**config.mk**
```make
export PLATFORM = sky130hd
export DESIGN_NAME = sram_axi_bridge_mp
export DESIGN_NICKNAME = d
export VERILOG_FILES = /design/src/rtl/sram_axi_bridge_mp.sv
export SDC_FILE = /design/constraint.sdc
export NUM_CORES = 1
export LEC_CHECK = 0
export BUFFER_PORTS_ARGS = -buffer_cell sky130_fd_sc_hd__clkbuf_2
export CORE_AREA = 2 2 152 154
export DETAILED_ROUTE_END_ITERATION = 10
export DIE_AREA = 0 0 154 156
export PLACE_DENSITY = 0.58
export SLEW_MARGIN = 20
export SYNTH_ARGS = -nofsm -noshare
export SYNTH_HDL_FRONTEND = slang
export SYNTH_SLANG_ARGS = --single-unit
```
**constraint.sdc**
```tcl
create_clock -name clk -period 6.7 [get_ports clk]
set_input_delay 0.67 -clock clk [delete_from_list [all_inputs] [get_ports clk]]
set_output_delay 0.67 -clock clk [all_outputs]
set_load 0.02 [all_outputs]
```
**src/rtl/sram_axi_bridge_mp.sv**
```systemverilog
// Multi-port SRAM-like to AXI3 bridge: NRD round-robin read ports sharing one AR slot, one write port.
// Optional read-after-write hazard blocking is compiled in with `define SRAM_AXI_RAW_CHECK_EN.
module sram_axi_bridge_mp #(
    parameter int NRD     = 2,
    parameter int MAX_OUT = 4
) (
    input  logic              clk,
    input  logic              resetn,
    input  logic [NRD-1:0]    rd_req,
    input  logic [2*NRD-1:0]  rd_size,
    input  logic [32*NRD-1:0] rd_addr,
    output logic [NRD-1:0]    rd_addr_ok,
    output logic [31:0]       rd_data,
    output logic [NRD-1:0]    rd_data_ok,
    input  logic              wr_req,
    input  logic [1:0]        wr_size,
    input  logic [31:0]       wr_addr,
    input  logic [31:0]       wr_data,
    output logic              wr_addr_ok,
    output logic              wr_data_ok,
    output logic [3:0]        arid,
    output logic [31:0]       araddr,
    output logic [7:0]        arlen,
    output logic [2:0]        arsize,
    output logic [1:0]        arburst,
    output logic [1:0]        arlock,
    output logic [3:0]        arcache,
    output logic [2:0]        arprot,
    output logic              arvalid,
    input  logic              arready,
    input  logic [3:0]        rid,
    input  logic [31:0]       rdata,
    input  logic [1:0]        rresp,
    input  logic              rlast,
    input  logic              rvalid,
    output logic              rready,
    output logic [3:0]        awid,
    output logic [31:0]       awaddr,
    output logic [7:0]        awlen,
    output logic [2:0]        awsize,
    output logic [1:0]        awburst,
    output logic [1:0]        awlock,
    output logic [3:0]        awcache,
    output logic [2:0]        awprot,
    output logic              awvalid,
    input  logic              awready,
    output logic [3:0]        wid,
    output logic [31:0]       wdata,
    output logic [3:0]        wstrb,
    output logic              wlast,
    output logic              wvalid,
    input  logic              wready,
    input  logic [3:0]        bid,
    input  logic [1:0]        bresp,
    input  logic              bvalid,
    output logic              bready
);
    localparam int PW = (NRD > 1) ? $clog2(NRD) : 1;
    localparam int CW = $clog2(MAX_OUT + 1);

    typedef enum logic [1:0] {W_IDLE, W_SEND, W_RESP} wstate_t;
    wstate_t w_state_reg, w_state_next;

    logic [PW-1:0]  rr_ptr_reg;
    logic           ar_valid_reg;
    logic [31:0]    ar_addr_reg;
    logic [1:0]     ar_size_reg;
    logic [3:0]     ar_id_reg;
    logic [NRD-1:0] eligible, hazard, grant;
    logic           found;
    logic [PW-1:0]  grant_idx;
    logic           slot_free;
    logic           aw_done_reg, w_done_reg;
    logic [31:0]    wa_reg, wd_reg;
    logic [1:0]     ws_reg;
    logic           unused_inputs;

    assign unused_inputs = ^{rresp, rlast, bid, bresp};

    genvar gi;
    generate
        for (gi = 0; gi < NRD; gi++) begin : g_port
            logic [CW-1:0] outst_reg;

            assign rd_data_ok[gi] = rvalid && (rid == 4'(gi));
            assign eligible[gi]   = rd_req[gi] && (outst_reg < CW'(MAX_OUT)) && !hazard[gi];
`ifdef SRAM_AXI_RAW_CHECK_EN
            // A write accepted this cycle is ordered ahead of a same-cycle read to its word.
            assign hazard[gi] = ((w_state_reg != W_IDLE) && (rd_addr[32*gi+2 +: 30] == wa_reg[31:2]))
                             || (wr_addr_ok && (rd_addr[32*gi+2 +: 30] == wr_addr[31:2]));
`else
            assign hazard[gi] = 1'b0;
`endif
            always_ff @(posedge clk or negedge resetn) begin
                if (!resetn)
                    outst_reg <= '0;
                else if (rd_addr_ok[gi] && !rd_data_ok[gi])
                    outst_reg <= outst_reg + 1'b1;
                else if (!rd_addr_ok[gi] && rd_data_ok[gi])
                    outst_reg <= outst_reg - 1'b1;
            end
        end
    endgenerate

    // The slot can take a new request in the same cycle its current one handshakes.
    assign slot_free = !ar_valid_reg || arready;

    always_comb begin
        found     = 1'b0;
        grant_idx = '0;
        grant     = '0;
        for (int k = 0; k < NRD; k++) begin
            if (!found && eligible[(int'(rr_ptr_reg) + k) % NRD]) begin
                found     = 1'b1;
                grant_idx = PW'((int'(rr_ptr_reg) + k) % NRD);
            end
        end
        if (found && slot_free && resetn)
            grant[grant_idx] = 1'b1;
    end

    assign rd_addr_ok = grant;

    always_ff @(posedge clk or negedge resetn) begin
        if (!resetn)
            rr_ptr_reg <= '0;
        else if (|grant)
            rr_ptr_reg <= (int'(grant_idx) == NRD - 1) ? '0 : grant_idx + 1'b1;
    end

    always_ff @(posedge clk or negedge resetn) begin
        if (!resetn) begin
            ar_valid_reg <= 1'b0;
            ar_addr_reg  <= '0;
            ar_size_reg  <= '0;
            ar_id_reg    <= '0;
        end else if (|grant) begin
            ar_valid_reg <= 1'b1;
            ar_addr_reg  <= rd_addr[32*int'(grant_idx) +: 32];
            ar_size_reg  <= rd_size[2*int'(grant_idx) +: 2];
            ar_id_reg    <= 4'(grant_idx);
        end else if (arready) begin
            ar_valid_reg <= 1'b0;
        end
    end

    always_ff @(posedge clk or negedge resetn) begin
        if (!resetn)
            w_state_reg <= W_IDLE;
        else
            w_state_reg <= w_state_next;
    end

    always_comb begin
        w_state_next = w_state_reg;
        case (w_state_reg)
            W_IDLE:  if (wr_req) w_state_next = W_SEND;
            W_SEND:  if ((aw_done_reg || awready) && (w_done_reg || wready)) w_state_next = W_RESP;
            W_RESP:  if (bvalid) w_state_next = W_IDLE;
            default: w_state_next = W_IDLE;
        endcase
    end

    always_comb begin
        wr_addr_ok = resetn && (w_state_reg == W_IDLE) && wr_req;
        awvalid    = (w_state_reg == W_SEND) && !aw_done_reg;
        wvalid     = (w_state_reg == W_SEND) && !w_done_reg;
        bready     = (w_state_reg == W_RESP);
        wr_data_ok = (w_state_reg == W_RESP) && bvalid;
    end

    always_ff @(posedge clk or negedge resetn) begin
        if (!resetn) begin
            aw_done_reg <= 1'b0;
            w_done_reg  <= 1'b0;
            wa_reg      <= '0;
            wd_reg      <= '0;
            ws_reg      <= '0;
        end else if (wr_addr_ok) begin
            aw_done_reg <= 1'b0;
            w_done_reg  <= 1'b0;
            wa_reg      <= wr_addr;
            wd_reg      <= wr_data;
            ws_reg      <= wr_size;
        end else begin
            if (awvalid && awready) aw_done_reg <= 1'b1;
            if (wvalid && wready)   w_done_reg  <= 1'b1;
        end
    end

    always_comb begin
        case (ws_reg)
            2'd0:    wstrb = 4'b0001 << wa_reg[1:0];
            2'd1:    wstrb = wa_reg[1] ? 4'b1100 : 4'b0011;
            default: wstrb = 4'b1111;
        endcase
    end

    assign arvalid = ar_valid_reg;
    assign araddr  = ar_addr_reg;
    assign arsize  = {1'b0, ar_size_reg};
    assign arid    = ar_id_reg;
    assign arlen   = 8'd0;
    assign arburst = 2'b01;
    assign arlock  = 2'b00;
    assign arcache = 4'd0;
    assign arprot  = 3'd0;
    assign rready  = 1'b1;
    assign rd_data = rdata;
    assign awid    = 4'd0;
    assign awaddr  = wa_reg;
    assign awsize  = {1'b0, ws_reg};
    assign awlen   = 8'd0;
    assign awburst = 2'b01;
    assign awlock  = 2'b00;
    assign awcache = 4'd0;
    assign awprot  = 3'd0;
    assign wid     = 4'd0;
    assign wdata   = wd_reg;
    assign wlast   = 1'b1;
endmodule
```
==> results of run 1 <==
[layout make-up]
type,count,area share
clock inverter,15,0.0184
inverter,39,0.0211
timing repair buffer,268,0.196
tap,285,0.0515
sequential,113,0.408
multi-input combinational,205,0.243
clock buffer,17,0.0614
[layer usage]
layer  part of all wire  global-route usage  up-vias
li1                   -                   -     1762
met1               0.38               0.120     1900
met2               0.52               0.193      194
met3              0.071              0.0400       32
met4              0.032              0.0556        2
met5            0.00052                   0        -
[how the worst min path moves through the flow]
stage / start / end / cells past startpoint
2_1_floorplan: resetn / ar_size_reg[0] / 0
3_3_place_gp: arid[0] / arid[0] / 1
3_5_place_dp: arid[0] / arid[0] / 1
4_1_cts: resetn / arvalid / 1
5_1_grt: resetn / araddr[31] / 1
6_report: resetn / arvalid / 1
[worst max-delay path, cell delays in order (launching register included)]
cell,delay [ps]
dfrtp_1,410
nor2b_1,210
and4_4,560
clkbuf_2,260
[power groups by stage]
| stage | logic, W | clock network (W) | registers (W) |
|---|---|---|---|
| floorplan | 0.000549 | 0 | 0.00158 |
| global placement | 0.00137 | 0 | 0.00121 |
| detailed placement | 0.00139 | 0 | 0.00123 |
| CTS | 0.00139 | 0.000879 | 0.00122 |
| global route | 0.00148 | 0.000911 | 0.00127 |
| finish | 0.00136 | 0.000844 | 0.00122 |
[layout by cell type (no fill, tap or decap), drive strengths merged]
| cell type | netlist | layout |
|---|---|---|
| nand2b | 3 | 3 |
| o211ai | 1 | 1 |
| o221a | 1 | 1 |
| nand2 | 3 | 3 |
| ha | 2 | 2 |
| nor2b | 5 | 5 |
| a222oi | 34 | 34 |
| a21o | 1 | 1 |
| a31oi | 1 | 1 |
| nor3 | 1 | 1 |
| nor4bb | 1 | 1 |
| clkbuf | 1 | 278 |
| a41oi | 1 | 1 |
| o21bai | 4 | 4 |
| and2 | 1 | 1 |
| fa | 2 | 2 |
| nand3b | 1 | 1 |
| and4 | 2 | 2 |
| nor2 | 9 | 9 |
| inv | 39 | 45 |
| a21oi | 2 | 2 |
| o21ai | 1 | 1 |
| buf | 103 | 7 |
| xnor2 | 2 | 2 |
| or3b | 1 | 1 |
| nor4b | 1 | 1 |
| clkinv | 0 | 5 |
| clkinvlp | 0 | 4 |
| dfrtp | 113 | 113 |
| mux2 | 68 | 68 |
| xor2 | 4 | 4 |
| conb | 2 | 53 |
[through the flow]
step | instances | power [W] | hold slack, ps | instance area [sq um] | setup WS (ps)
floorplan | 461 | 0.00213 | 374 | 5400 | 4200
global placement | 910 | 0.00258 | 464 | 6370 | 3940
detailed placement | 910 | 0.00262 | 471 | 6370 | 3900
CTS | 942 | 0.00349 | 144 | 6930 | 4160
global route | 942 | 0.00366 | 154 | 6930 | 4060
finish | 942 | 0.00342 | 151 | 6930 | 4190
[logic make-up (layout without fill, tap and decap cells)]
logic type / after synthesis / count (layout) / share of synthesized area
and+or+nand+nor: 28 / 28 / 0.0310
AOI/OAI and AO/OA: 46 / 46 / 0.0819
other: 2 / 53 / 0.00144
buffers and inverters: 143 / 339 / 0.173
DFF: 113 / 113 / 0.543
muxes: 68 / 68 / 0.147
adders and majority gates: 4 / 4 / 0.0125
xor gates and xnor gates: 6 / 6 / 0.0101
==> impl_metrics.yaml, run 1 <==
pwr:
  pwr-share-comb: 0.398
  p_sw_frac: 0.409
  cellPowerDensity_mw_per_mm2: 494
  power_switching_w: 0.00140
  clkPwrFrac: 0.247
  vdd_ir_drop_max_mv: 0.162
  p_seq_frac: 0.356
  p_int_w: 0.00202
  power.leakage_nw: 3.68
die:
  die-area_sq_mm: 0.0240
  coreArea_sq_mm: 0.0224
  rows: 55
  initial_core_util: 0.233
  die_x_microns: 154
  pin_count: 389
  die_y_microns: 156
clock_network:
  clkTransAtPathRegs_ps: 60
  cts_inserted_buffers: 17
  cts_root_buffer: "clkbuf_16"
  clkLatencyLatePin_ps: 400
  cts_sinks: 113
  cts_tree: "built"
  clock_path_buffers: 2
  cts_resized: 0
  cts_hold_buf: 0
  cts_setup_buffers: 0
  cts_max_level: 4
synth:
  synth_area_sq_mm: 0.00521
  yosys_warnings: 0
  synth_area_leaders: "dfrtp_1 54%, mux2_1 14%, buf_4 12%"
  ys_types: 34
  synthCells: 410
  synth_edf_count: 0
  syn_avg_cell_area_sq_um: 12.7
  yosysSeqAreaShare: 0.543
  yosysTopAreaCellShare: 0.543
  synth.top_cells.by_count: "113 x dfrtp_1, 85 x buf_4, 65 x mux2_1"
  synth.most_common_cell: "dfrtp_1"
  synth.largest_area_cell: "dfrtp_1"
  synth_ff_type: "dfrtp_1"
  ys_ff_latch: 113
  synthArstFlopShare: 1.00
routing:
  vias_per_cell: 4.13
  drtAntennaViolNets: 0
  drc: 0
  avgRoutedWirePerCell_microns: 14.3
  vias: 3890
  routed_wirelength_microns: 13500
  dr.pass1.iters: 7
  dr.first_iter.drc_count: 262
cells_and_area:
  area_delta_synth_final_pct: 33.0
  num-fill-cells: 2325
  layout-drive-gt1-share: 0.466
  register_area_sq_mm: 0.00283
  postLayoutCoreUtil: 0.310
  final_nets: 837
  diodes: 0
  multiInputGateArea_sq_mm: 0.00169
timing:
  slew_headroom: 0.526
  setup_tns_ps: 0
  clock.fmax_mhz: 399
  setup_viol: 0
  rsz0062_at_grt: "no"
  drv_slew: 0
  fin_crit_ps: 2510
  hold_violations: 0
  worst_pin_slew_ps: 711
  period_share: 0.374
  fin_skew_ps: 5.25
setup_path:
  r2r-end: "g_port[1].outst_reg[2]"
  critPathKind: "flop to output port"
  end_kind: "output port"
  arrival_ps: 1840
  crit_fanout: 37
  r2r_slack_ps: 4330
  worstSetupEndpoint: "rd_addr_ok[1]"
  start_kind: "flop"
  worstPathRequired_ps: 6030
  ff2ff_path_depth: 8
  crit_start: "g_port[1].outst_reg[2]"
  r2r_start: "g_port[1].outst_reg[2]"
placed_design:
  io_buffers: 262
  hpwl_microns: 10100
  gp_congestion: 0.735
global_routing:
  overflow: 0
  track_usage: 0.111
  antenna_found_initial: 1
  grt_pass1_vias: 3995
  grt_max_degree: 55
  grt_pass1_wl_microns: 20500
job:
  maxCapViolCount: 0
outcome:
  status: "finished, final reports clean"
hold_path:
  hp-class: "input port to asynchronous set/reset pin"
Power figures use the tool's default switching activity.
==> run 2: changes to the inputs <==
==> constraint.sdc (replaced) <==
create_clock -name clk -period 2.42 [get_ports clk]
set_input_delay 0.242 -clock clk [delete_from_list [all_inputs] [get_ports clk]]
set_output_delay 0.242 -clock clk [all_outputs]
set_load 0.02 [all_outputs]
==> impl_metrics.yaml, run 2 (synthesis gave the netlist of run 1 again) <==
hold_path:
  hp-class: "input port to flop"
  min_path_cells: 3
  worstHoldStart: "wr_addr[1]"
  hold-path-endpoint: "awaddr[1]"
placed_design:
  pre_cts_ws_ps: 381
  io_buffers: 262
  hpwl_microns: 10000
  gp_congestion: 0.741
routing:
  avgRoutedWirePerCell_microns: 14.1
  vias: 3893
  routed_wirelength_microns: 13300
  dr.first_iter.drc_count: 259
  dr.pass1.iters: 7
  vias_per_cell: 4.12
  drc: 0
  drtAntennaViolNets: 0
cells_and_area:
  area_delta_synth_final_pct: 35.1
  postLayoutCoreUtil: 0.315
  final_nets: 840
  final_common_cell: "clkbuf_2"
  final_cell_mix: "261 x clkbuf_2, 113 x dfrtp_1, 65 x mux2_1, 53 x conb_1, 39 x inv_1"
  diodes: 0
  layout-drive-gt1-share: 0.464
global_routing:
  track_usage: 0.108
  grt_pass1_wl_microns: 19900
  antenna_found_initial: 0
  grt_pass1_vias: 3836
  grt_max_degree: 68
  overflow: 0
setup_path:
  r2r_start: "g_port[0].outst_reg[2]"
  worstPathRequired_ps: 2180
  end_kind: "output port"
  ff2ff_path_depth: 6
  r2r_slack_ps: 360
  start_kind: "flop"
  critPathKind: "flop to output port"
  r2r-end: "g_port[1].outst_reg[1]"
  arrival_ps: 1880
  crit_fanout: 36
clock_network:
  cts_tree: "built"
  clkLatencyLatePin_ps: 400
  clkTransAtPathRegs_ps: 60
  cts_setup_buffers: 0
  cts_inserted_buffers: 17
  cts_root_buffer: "clkbuf_16"
  cts_sinks: 113
  cts_max_level: 4
  clock_path_buffers: 2
  cts_resized: 0
timing:
  drv_slew: 0
  setup_viol: 0
  setup_tns_ps: 0
  worst_pin_slew_ps: 723
  slew_headroom: 0.518
  fin_crit_ps: 2130
  period_share: 0.879
  rsz0062_at_grt: "no"
  fin_skew_ps: 6.50
  holdWs_ps: 43.0
  clock.fmax_mhz: 470
  finalWorstSetupSlack_ps: 294
  hold_violations: 0
pwr:
  p_int_w: 0.00603
  power.leakage_nw: 3.73
  p_seq_frac: 0.344
  cellPowerDensity_mw_per_mm2: 1390
  clkPwrFrac: 0.271
  vdd_ir_drop_max_mv: 0.576
  total_power_w: 0.00980
  pwr-share-comb: 0.385
  power_switching_w: 0.00377
  p_sw_frac: 0.385
die:
  coreArea_sq_mm: 0.0224
  die_x_microns: 154
  pin_count: 389
  die_y_microns: 156
  die-area_sq_mm: 0.0240
  initial_core_util: 0.233
  rows: 55
job:
  maxCapViolCount: 0
outcome:
  status: "finished, final reports clean"
==> run 2: cell types whose count changed in the layout (fill, tap and decap cells not counted), sizes merged <==
cell / before / now
buf: 7 / 9
bufinv: 0 / 4
clkbuf: 278 / 280
clkinvlp: 4 / 2
dlygate4sd3: 0 / 1
inv: 45 / 40
==> run 2: routing by layer <==
metal | part of all wire | wire length, microns | vias to the layer above | track usage
li1 | - | - | 1766 | -
met1 | 0.38 | 5110 | 1893 | 0.120
met2 | 0.50 | 6660 | 199 | 0.181
met3 | 0.078 | 1030 | 35 | 0.0397
met4 | 0.035 | 467 | 0 | 0.0592
met5 | 0 | 0 | - | 0
==> run 2: critical path: stages, from the launching register on <==
cell      delay (ps)
dfrtp_1          400
nor2b_1          210
and4_4           260
buf_4            360
clkbuf_2         250
==> run 2: metrics by stage <==
| step | instances | instance area [sq um] |
|---|---|---|
| 6_report | 944 | 7040 |
| 5_1_grt | 944 | 7040 |
| 4_1_cts | 944 | 7040 |
| 3_5_place_dp | 912 | 6400 |
| 3_3_place_gp | 912 | 6400 |
| 2_1_floorplan | 461 | 5400 |
==> run 2: final cells by class <==
type,instances,area (sq um)
Clock buffer,19,443
Clock inverter,12,184
Fill cell,2285,15300
Inverter,39,146
Multi-Input combinational cell,205,1690
Sequential cell,113,2830
Tap cell,285,357
Timing Repair Buffer,271,1400
==> run 2: worst max-delay path by stage <==
stage | cells past startpoint | from | end
finish | 4 | g_port[1].outst_reg[2] | rd_addr_ok[1]
global route | 4 | g_port[1].outst_reg[2] | rd_addr_ok[1]
CTS | 5 | resetn | wr_addr_ok
detailed placement | 6 | g_port[0].outst_reg[2] | g_port[1].outst_reg[1]
global placement | 6 | g_port[0].outst_reg[2] | g_port[1].outst_reg[1]
floorplan | 10 | arvalid | g_port[0].outst_reg[2]
==> run 2: power groups by stage <==
stage	clock network, W	logic [W]	registers [W]
floorplan	0	0.00152	0.00439
global placement	0	0.00379	0.00337
detailed placement	0	0.00384	0.00340
CTS	0.00274	0.00384	0.00338
global route	0.00284	0.00408	0.00350
finish	0.00266	0.00377	0.00337
==> run 2: repair_timing <==
| action | in CTS | in global routing |
|---|---|---|
| endpoints found under the hold margin | 17 | 0 |
| hold buffers | 1 | 0 |
| endpoints found under the setup margin | 0 | 0 |
==> run 3: changes to the inputs <==
--- a/config.mk
+++ b/config.mk
@@ -6,10 +6,11 @@
 export NUM_CORES = 1
 export LEC_CHECK = 0
 export BUFFER_PORTS_ARGS = -buffer_cell sky130_fd_sc_hd__clkbuf_2
-export CORE_AREA = 2 2 152 154
+export CORE_AREA = 2 2 151 153
 export DETAILED_ROUTE_END_ITERATION = 10
-export DIE_AREA = 0 0 154 156
-export PLACE_DENSITY = 0.58
+export DIE_AREA = 0 0 153 155
+export HOLD_SLACK_MARGIN = 0.08
+export PLACE_DENSITY = 0.59
 export SLEW_MARGIN = 20
 export SYNTH_ARGS = -nofsm -noshare
 export SYNTH_HDL_FRONTEND = slang
==> impl_metrics.yaml, run 3 (synthesis gave the netlist of run 1 again) <==
outcome:
  status: "finished, final reports clean"
pwr:
  p_sw_frac: 0.386
  cellPowerDensity_mw_per_mm2: 1240
  p_int_w: 0.00637
  pwr-share-comb: 0.418
  p_seq_frac: 0.327
  power.leakage_nw: 4.26
  clkPwrFrac: 0.255
  vdd_ir_drop_max_mv: 0.689
  power_switching_w: 0.00400
timing:
  period_share: 0.955
  worst_pin_slew_ps: 605
  setup_tns_ps: 0
  hold_violations: 0
  slew_headroom: 0.596
  fin_crit_ps: 2310
  setup_viol: 0
  fin_skew_ps: 8.68
  drv_slew: 0
  clock.fmax_mhz: 433
  rsz0062_at_grt: "no"
clock_network:
  cts_inserted_buffers: 17
  cts_setup_buffers: 0
  cts_root_buffer: "clkbuf_16"
  cts_sinks: 113
  cts_resized: 0
  clkLatencyLatePin_ps: 400
  cts_max_level: 4
  cts_hold_buf: 134
  clkTransAtPathRegs_ps: 60
  cts_tree: "built"
  clock_path_buffers: 2
cells_and_area:
  postLayoutCoreUtil: 0.376
  final_common_cell: "clkbuf_2"
  area_delta_synth_final_pct: 60.6
  final_nets: 972
  layout-drive-gt1-share: 0.388
  final_cell_mix: "261 x clkbuf_2, 134 x dlygate4sd3_1, 113 x dfrtp_1, 65 x mux2_1, 53 x conb_1"
  diodes: 0
setup_path:
  arrival_ps: 2600
  r2r_start: "g_port[0].outst_reg[2]"
  r2r-end: "araddr[10]"
  cp_cell_sequence: "or3b_1 -> and4_4 -> buf_4 -> a222oi_1 -> dlygate4sd3_1 -> inv_1"
  cpMaxStageDelayCell: "dlygate4sd3_1"
  worstPathRequired_ps: 2710
  crit_fanout: 36
  start_kind: "flop"
  r2r_slack_ps: 110
  end_kind: "flop"
  critPathKind: "flop to flop"
  cp_slowest_stage_delay_ps: 610
  ff2ff_path_depth: 6
global_routing:
  grt_pass1_wl_microns: 23100
  antenna_found_initial: 0
  track_usage: 0.123
  grt_max_degree: 103
  overflow: 0
  grt_pass1_vias: 4546
routing:
  drtAntennaViolNets: 0
  dr.first_iter.drc_count: 347
  vias_per_cell: 4.10
  dr.pass1.iters: 7
  routed_wirelength_microns: 14700
  drc: 0
  avgRoutedWirePerCell_microns: 13.6
  vias: 4418
die:
  die_y_microns: 155
  die-area_sq_mm: 0.0237
  die_x_microns: 153
  initial_core_util: 0.234
  pin_count: 389
  rows: 55
  coreArea_sq_mm: 0.0222
hold_path:
  hold-path-endpoint: "aw_done_reg"
  min_path_cells: 3
  worstHoldStart: "awready"
  hp-class: "input port to flop"
placed_design:
  gp_congestion: 0.764
  io_buffers: 262
  hpwl_microns: 9400
job:
  maxCapViolCount: 0
run 3: changes by cell type in the layout (fill, tap and decap cells not counted), sizes merged:
cell and delta:
buf -1, bufinv -1, clkbuf -2, clkinv -1, clkinvlp -1, dlygate4sd3 +133
inv +6
run 3: worst max path at each step:
| stage | startpoint | to | slack, ps | depth (start not counted) |
|---|---|---|---|---|
| 2_1_floorplan | arvalid | g_port[0].outst_reg[2] | 150 | 10 |
| 3_3_place_gp | g_port[0].outst_reg[2] | g_port[1].outst_reg[1] | 400 | 6 |
| 3_5_place_dp | g_port[0].outst_reg[2] | g_port[1].outst_reg[1] | 390 | 6 |
| 4_1_cts | resetn | wr_addr_ok | 150 | 5 |
| 5_1_grt | g_port[0].outst_reg[2] | araddr[3] | 10 | 6 |
| 6_report | g_port[0].outst_reg[2] | araddr[10] | 110 | 6 |
run 3: routing by layer:
| layer | track usage | vias up | share of wire |
|---|---|---|---|
| li1 | - | 2030 | - |
| met3 | 0.0334 | 41 | 0.063 |
| met2 | 0.215 | 210 | 0.52 |
| met4 | 0.0613 | 0 | 0.033 |
| met5 | 0 | - | 0 |
| met1 | 0.137 | 2137 | 0.38 |
run 3: through the flow:
| step | cells | instance area [sq um] | hold slack (ps) | worst slack, ps | total power (W) |
|---|---|---|---|---|---|
| after floorplan | 461 | 5400 | -53.6 | 148 | 0.00591 |
| after global placement | 911 | 6410 | 134 | 404 | 0.00716 |
| after detailed placement | 911 | 6410 | 135 | 387 | 0.00723 |
| after CTS | 1077 | 8370 | 84.2 | 147 | 0.0105 |
| after global routing | 1077 | 8370 | 98.5 | 10.7 | 0.0110 |
| final | 1077 | 8370 | 105 | 108 | 0.0104 |
run 3: critical path: cells and delay by family (launching register included):
| family | cells | cell delay, ps |
|---|---|---|
| AND/OR/NAND/NOR | 2 | 580 |
| buffers and inverters | 3 | 920 |
| AO/OA/AOI/OAI | 1 | 300 |
| flip-flops | 1 | 400 |
run 3: area by class of cell:
cell class                      instances  area [sq um]
Clock inverter                         15           193
Tap cell                              285           357
Timing Repair Buffer                  403          2730
Sequential cell                       113          2830
Fill cell                            2163         13900
Clock buffer                           17           425
Multi-Input combinational cell        205          1690
Inverter                               39           146
run 3: power by group through the flow:
stage,clock network [W],logic [W],registers [W]
2_1_floorplan,0,0.00152,0.00439
3_3_place_gp,0,0.00378,0.00338
3_5_place_dp,0,0.00383,0.00340
4_1_cts,0.00274,0.00435,0.00339
5_1_grt,0.00284,0.00468,0.00353
6_report,0.00265,0.00434,0.00339
